## config.mk

```make
export PLATFORM = sky130hd
export DESIGN_NAME = uart_tx_arbiter
export DESIGN_NICKNAME = d
export VERILOG_FILES = /design/src/rtl/uart_arb_pkg.sv /design/src/rtl/uart_rr_pick.sv /design/src/rtl/uart_tx_arbiter.sv
export SDC_FILE = /design/constraint.sdc
export NUM_CORES = 1
export LEC_CHECK = 0
export ABC_CLOCK_PERIOD_IN_PS = 2230
export BUFFER_PORTS_ARGS = -buffer_cell sky130_fd_sc_hd__clkbuf_2
export CORE_MARGIN = 2
export CORE_UTILIZATION = 47
export CTS_CLUSTER_SIZE = 28
export DETAILED_ROUTE_END_ITERATION = 6
export HOLD_SLACK_MARGIN = 0.06
export PLACE_DENSITY = 0.81
export SLEW_MARGIN = 20
export SYNTH_ARGS = -nofsm -noshare
export SYNTH_HDL_FRONTEND = slang
export SYNTH_SLANG_ARGS = --single-unit
export TNS_END_PERCENT = 20
```

## constraint.sdc

```tcl
create_clock -name clk -period 2.23 [get_ports clk]
set_input_delay 0.223 -clock clk [delete_from_list [all_inputs] [get_ports clk]]
set_output_delay 0.223 -clock clk [all_outputs]
set_load 0.02 [all_outputs]
```

## src/rtl/uart_arb_pkg.sv

```systemverilog
// Shared types and helpers for the UART TX arbiter.
// State encoding, ACK wait bound and grant index width.
package uart_arb_pkg;

    typedef enum logic [1:0] {
        IDLE      = 2'd0,
        LOAD      = 2'd1,
        WAIT_ACK  = 2'd2,
        WAIT_DONE = 2'd3
    } arb_state_e;

    localparam int ACK_WAIT_MAX = 2;

    function automatic int grant_w(input int n);
        return (n <= 1) ? 1 : $clog2(n);
    endfunction

endpackage

```

## src/rtl/uart_rr_pick.sv

```systemverilog
// Combinational round-robin picker: first set request at or
// above the pointer, wrapping around the request vector.
module uart_rr_pick
    import uart_arb_pkg::*;
#(
    parameter  int NUM_REQ = 4,
    localparam int GRANT_W = grant_w(NUM_REQ)
) (
    input  logic [NUM_REQ-1:0] i_req,
    input  logic [GRANT_W-1:0] i_ptr,
    output logic               o_found,
    output logic [GRANT_W-1:0] o_idx
);

    int w_j;

    // Scan from the far end so the entry nearest the pointer wins.
    always_comb begin
        o_found = 1'b0;
        o_idx   = '0;
        w_j     = 0;
        for (int k = NUM_REQ - 1; k >= 0; k--) begin
            w_j = int'(i_ptr) + k;
            if (w_j >= NUM_REQ) begin
                w_j = w_j - NUM_REQ;
            end
            if (i_req[w_j]) begin
                o_found = 1'b1;
                o_idx   = GRANT_W'(w_j);
            end
        end
    end

endmodule

```

## src/rtl/uart_tx_arbiter.sv

```systemverilog
// Message-granular round-robin arbiter in front of one UART TX core.
// Optional LOAD-stall release enabled by defining UART_ARB_TIMEOUT_EN.
module uart_tx_arbiter
    import uart_arb_pkg::*;
#(
    parameter  int NUM_REQ        = 4,
    parameter  int DATA_W         = 8,
    parameter  int TIMEOUT_CYCLES = 1_000_000,
    localparam int GRANT_W        = grant_w(NUM_REQ)
) (
    input  logic                      clk,
    input  logic                      rst,
    input  logic [NUM_REQ-1:0]        s_valid,
    input  logic [NUM_REQ*DATA_W-1:0] s_data,
    input  logic [NUM_REQ-1:0]        s_last,
    output logic [NUM_REQ-1:0]        s_ready,
    output logic [DATA_W-1:0]         tx_data,
    output logic                      tx_start,
    input  logic                      tx_busy,
    output logic                      busy,
    output logic                      grant_valid,
    output logic [GRANT_W-1:0]        grant_idx,
    output logic                      timeout_err
);

    arb_state_e         r_state;
    arb_state_e         w_next;
    logic [GRANT_W-1:0] r_ptr;
    logic [GRANT_W-1:0] r_grant_idx;
    logic               r_grant_valid;
    logic [DATA_W-1:0]  r_tx_data;
    logic               r_last;
    logic               r_tx_start;
    logic [1:0]         r_ack_cnt;
    logic               r_timeout_err;

    logic               w_found;
    logic [GRANT_W-1:0] w_pick;
    logic [GRANT_W-1:0] w_ptr_nxt;
    logic               w_hs;
    logic               w_to;
    logic               w_release;
    logic [DATA_W-1:0]  w_byte;
    int                 w_gsel;

    uart_rr_pick #(
        .NUM_REQ (NUM_REQ)
    ) u_pick (
        .i_req   (s_valid),
        .i_ptr   (r_ptr),
        .o_found (w_found),
        .o_idx   (w_pick)
    );

    assign w_gsel = int'(r_grant_idx);
    assign w_byte = s_data[w_gsel*DATA_W +: DATA_W];
    assign w_hs   = s_valid[w_gsel] & s_ready[w_gsel];

    always_comb begin
        s_ready = '0;
        if (r_state == LOAD && !tx_busy) begin
            s_ready[w_gsel] = 1'b1;
        end
    end

`ifdef UART_ARB_TIMEOUT_EN
    localparam int TO_W = (TIMEOUT_CYCLES <= 2) ? 1 : $clog2(TIMEOUT_CYCLES);

    logic [TO_W-1:0] r_to_cnt;

    assign w_to = (r_state == LOAD) && !w_hs
                && (r_to_cnt == TO_W'(TIMEOUT_CYCLES - 1));

    // Counts consecutive LOAD cycles without a handshake.
    always_ff @(posedge clk or negedge rst) begin
        if (!rst) begin
            r_to_cnt <= '0;
        end else if (r_state == LOAD && !w_hs && !w_to) begin
            r_to_cnt <= r_to_cnt + 1'b1;
        end else begin
            r_to_cnt <= '0;
        end
    end
`else
    logic w_unused_to;

    assign w_unused_to = (TIMEOUT_CYCLES != 0);
    assign w_to        = 1'b0;
`endif

    assign w_ptr_nxt = (r_grant_idx == GRANT_W'(NUM_REQ - 1))
                     ? '0 : r_grant_idx + 1'b1;

    assign w_release = (r_state == WAIT_DONE && !tx_busy && r_last) || w_to;

    always_comb begin
        w_next = r_state;
        unique case (r_state)
            IDLE: begin
                if (w_found) w_next = LOAD;
            end
            LOAD: begin
                if (w_hs)      w_next = WAIT_ACK;
                else if (w_to) w_next = IDLE;
            end
            WAIT_ACK: begin
                if (tx_busy || r_ack_cnt == 2'(ACK_WAIT_MAX - 1))
                    w_next = WAIT_DONE;
            end
            WAIT_DONE: begin
                if (!tx_busy) w_next = r_last ? IDLE : LOAD;
            end
            default: w_next = IDLE;
        endcase
    end

    always_ff @(posedge clk or negedge rst) begin
        if (!rst) begin
            r_state       <= IDLE;
            r_ptr         <= '0;
            r_grant_idx   <= '0;
            r_grant_valid <= 1'b0;
            r_tx_data     <= '0;
            r_last        <= 1'b0;
            r_tx_start    <= 1'b0;
            r_ack_cnt     <= '0;
            r_timeout_err <= 1'b0;
        end else begin
            r_state       <= w_next;
            r_tx_start    <= 1'b0;
            r_timeout_err <= w_to;
            if (r_state == IDLE && w_found) begin
                r_grant_idx   <= w_pick;
                r_grant_valid <= 1'b1;
            end
            if (w_hs) begin
                r_tx_data  <= w_byte;
                r_last     <= s_last[w_gsel];
                r_tx_start <= 1'b1;
            end
            if (r_state == WAIT_ACK) begin
                r_ack_cnt <= r_ack_cnt + 1'b1;
            end else begin
                r_ack_cnt <= '0;
            end
            if (w_release) begin
                r_grant_valid <= 1'b0;
                r_ptr         <= w_ptr_nxt;
            end
        end
    end

    assign tx_data     = r_tx_data;
    assign tx_start    = r_tx_start;
    assign busy        = (r_state != IDLE);
    assign grant_valid = r_grant_valid;
    assign grant_idx   = r_grant_idx;
    assign timeout_err = r_timeout_err;

endmodule
```

==> run metrics <==
CTS tree=yes; post-synth top area share=0.3509; Critical Path RT=2440 ps; clk_skew=1.990 ps; largest stage delay on the critical path=440 ps; Post-Route WL=3255 um; Mapped Area=1355 um2; worst-margin pin slew=504.0 ps; count leader, synth=dfrtp_1; largest net degree at the start of global routing=20; Die Y-Extent=57.70 um; area of the core=2758 um2; max_slew headroom=0.6640; Leakage=0.9047 nW; Layout Nets=225; slowest cell on the critical path=dfrtp_1; Synth Register Bits=19; initial DRC count=31; Sink Count=19; Tcrit/Tclk final=0.9499; H-Tree Depth=1; Syn Inst Count=108; Buf/Inv on CP=2; first-pass GRT wire length=5195 um; diode count=0; Layout area overhead=28.07%; share of cells above drive strength 1=0.5380; Seq/Total Area, Yosys=0.3509; WS Path Type=flip-flop to flip-flop; Yosys cell types=42; setup TNS=0 ps; sequential share of power=0.298; Post-Syn Area per Cell=12.55 um2; average routed wire per standard cell=16.11 um; endpoint class of the critical path=flip-flop; dominant synthesized flop cell=dfrtp_1; crit-path leading delay family=compound AO/OA/AOI/OAI gates; ys async rst share=1.000; RSZ-0062 raised after global routing=false; DRC=0; worst hold path type=primary input to flip-flop; Clock power frac=0.084; initial antenna violation count=0; vias per inst=5.564; Startpoint Class=flip-flop; Clock Path Buffers=2; antenna-violating nets left=0; synth cell count leaders=dfrtp_1, ha_1, mux2_4; post-DP HPWL=2724 um; Congestion Overflow GR=0; Fin. Hold Viols=0; status=finished, final reports clean; Max Slew Vio Count=0; Die Area=3329 um2; syn_nets=161; vias=1124; Post-synth EDFFs=0; fin cells=202; vias in the first global route=1132; VDD IR max=1.044 mV; clock latency on the worst-skew pair=310 ps; CP arrival=2330 ps; Net Sw Frac=0.4149; Int Pwr=1.295 mW; Total GRT Usage=0.2076; initial core utilization=0.4914; max_cap viols=0; Comb pwr share=0.619; switching pwr=0.9184 mW; row cnt=19; Clock transition at path regs=120 ps; Final setup viols=0; CP Cell Sequence=inv_1, ha_1, nor2b_4, a41o_1, a31oi_1, a31o_1, buf_12, mux2_4; RD Place Congestion=0.8208; Crit Path Max Fanout=10; # port buffers=59; # IOs=61; Achievable Freq=0.4721 GHz; placed instance count=197; crit path time final=2118 ps; Yosys warning total=0; Cell Pwr Density=1276 nW/um2; CTS root buf=clkbuf_4; Synth area leaders=dfrtp_1, mux4_2, mux2_4; First-pass DRT Iterations=4; Post-CTS Setup Bufs=0; dominant cell type by area after synthesis=dfrtp_1; TritonCTS Buffers=3; Die Wd=57.70 um
==> worst reg2reg max path: stages, from the launching register on <==
cell and delay, ps:
dfrtp_1 440, inv_1 110, ha_1 240, nor2b_4 160, a41o_1 270, a31oi_1 180
a31o_1 170, buf_12 150, mux2_4 300
==> path summary, 6_finish.rpt <==
kind,from,end,slack (ps),cells past startpoint
min in group asynchronous,rst,r_ptr[1]$_DFFE_PN0P_,400,2
setup / recovery,r_state[1]$_DFFE_PN0P_,tx_data[2]$_DFFE_PN0P_,110,8
hold reg to reg,r_ack_cnt[0]$_DFF_PN0_,r_ack_cnt[0]$_DFF_PN0_,440,1
setup reg to reg,r_state[1]$_DFFE_PN0P_,tx_data[2]$_DFFE_PN0P_,110,8
max in group asynchronous,rst,tx_data[1]$_DFFE_PN0P_,1500,2
hold / removal,s_valid[3],grant_idx[0]$_DFFE_PN0P_,260,3
==> area by class of cell <==
type                       count  area [um2]
clock buffer                   3       22.52
timing repair buffer          64       347.8
multi-input combinational     73       804.5
sequential                    19       475.5
clock inverter                 1       5.005
inverter                      11       41.29
tap                           31       38.79
fill                         232        1022
==> routing by layer <==
layer	vias to the layer above	routed length [um]	global-route usage
li1	521	-	-
met1	561	1282	0.2518
met2	36	1757	0.3555
met3	6	169	0.05804
met4	0	46	0.06977
met5	-	0	0
==> sequential cells by signal, indices dropped and copies added (netlist names) <==
name	flops
grant_idx	2
grant_valid	1
r_ack_cnt	2
r_last	1
r_ptr	2
r_state	2
tx_data	8
tx_start	1
==> through the flow <==
stage	power [mW]	utilization	cell area (um2)	worst slack [ps]	hold slack, ps
5_1_grt	2.375	0.6293	1735	8.058	253.4
4_1_cts	2.230	0.6275	1730	74.99	252.4
2_1_floorplan	1.662	-	1355	36.60	-72.59
6_report	2.214	0.6293	1735	111.7	264.8
3_3_place_gp	1.981	0.6139	1693	236.6	195.1
3_5_place_dp	2.041	0.6139	1693	96.37	209.1
==> power groups by stage <==
stage / combinational (mW) / clock (mW) / sequential (mW)
2_1_floorplan: 0.904 / 0 / 0.758
3_3_place_gp: 1.33 / 0 / 0.656
4_1_cts: 1.38 / 0.189 / 0.661
5_1_grt: 1.49 / 0.203 / 0.681
6_report: 1.37 / 0.185 / 0.659
3_5_place_dp: 1.37 / 0 / 0.666
==> kinds of logic (layout without fill, tap and decap cells) <==
| group | count (synthesis) | in the layout | share of synthesized area |
|---|---|---|---|
| compound gates | 17 | 17 | 0.09696 |
| fa+ha+maj | 10 | 10 | 0.09234 |
| buf+inv | 16 | 79 | 0.05909 |
| flops | 19 | 19 | 0.3509 |
| mux | 21 | 21 | 0.2816 |
| other cells | 1 | 1 | 0.002767 |
| simple gates | 24 | 24 | 0.1163 |
==> cells in the final DEF (no fill, tap or decap), types with 2 or more instances in the layout <==
cell type | Yosys | layout
nor2b_1 | 2 | 2
clkbuf_4 | 0 | 3
a21oi_1 | 4 | 4
dfrtp_1 | 19 | 19
buf_4 | 1 | 3
mux4_2 | 7 | 7
clkbuf_2 | 0 | 59
mux4_1 | 2 | 2
ha_1 | 10 | 10
and2_1 | 4 | 4
mux2_4 | 10 | 10
nand2b_1 | 2 | 2
inv_1 | 9 | 9
inv_2 | 2 | 2
nor2_1 | 3 | 3
nand2_1 | 4 | 4
==> what timing repair did <==
action                                  CTS  global route
resized for setup                         0             1
hold buffers                              1             0
hold endpoints to repair                 19             0
endpoints found under the setup margin    0            10
Note: power is estimated with default switching activity, not from simulation.
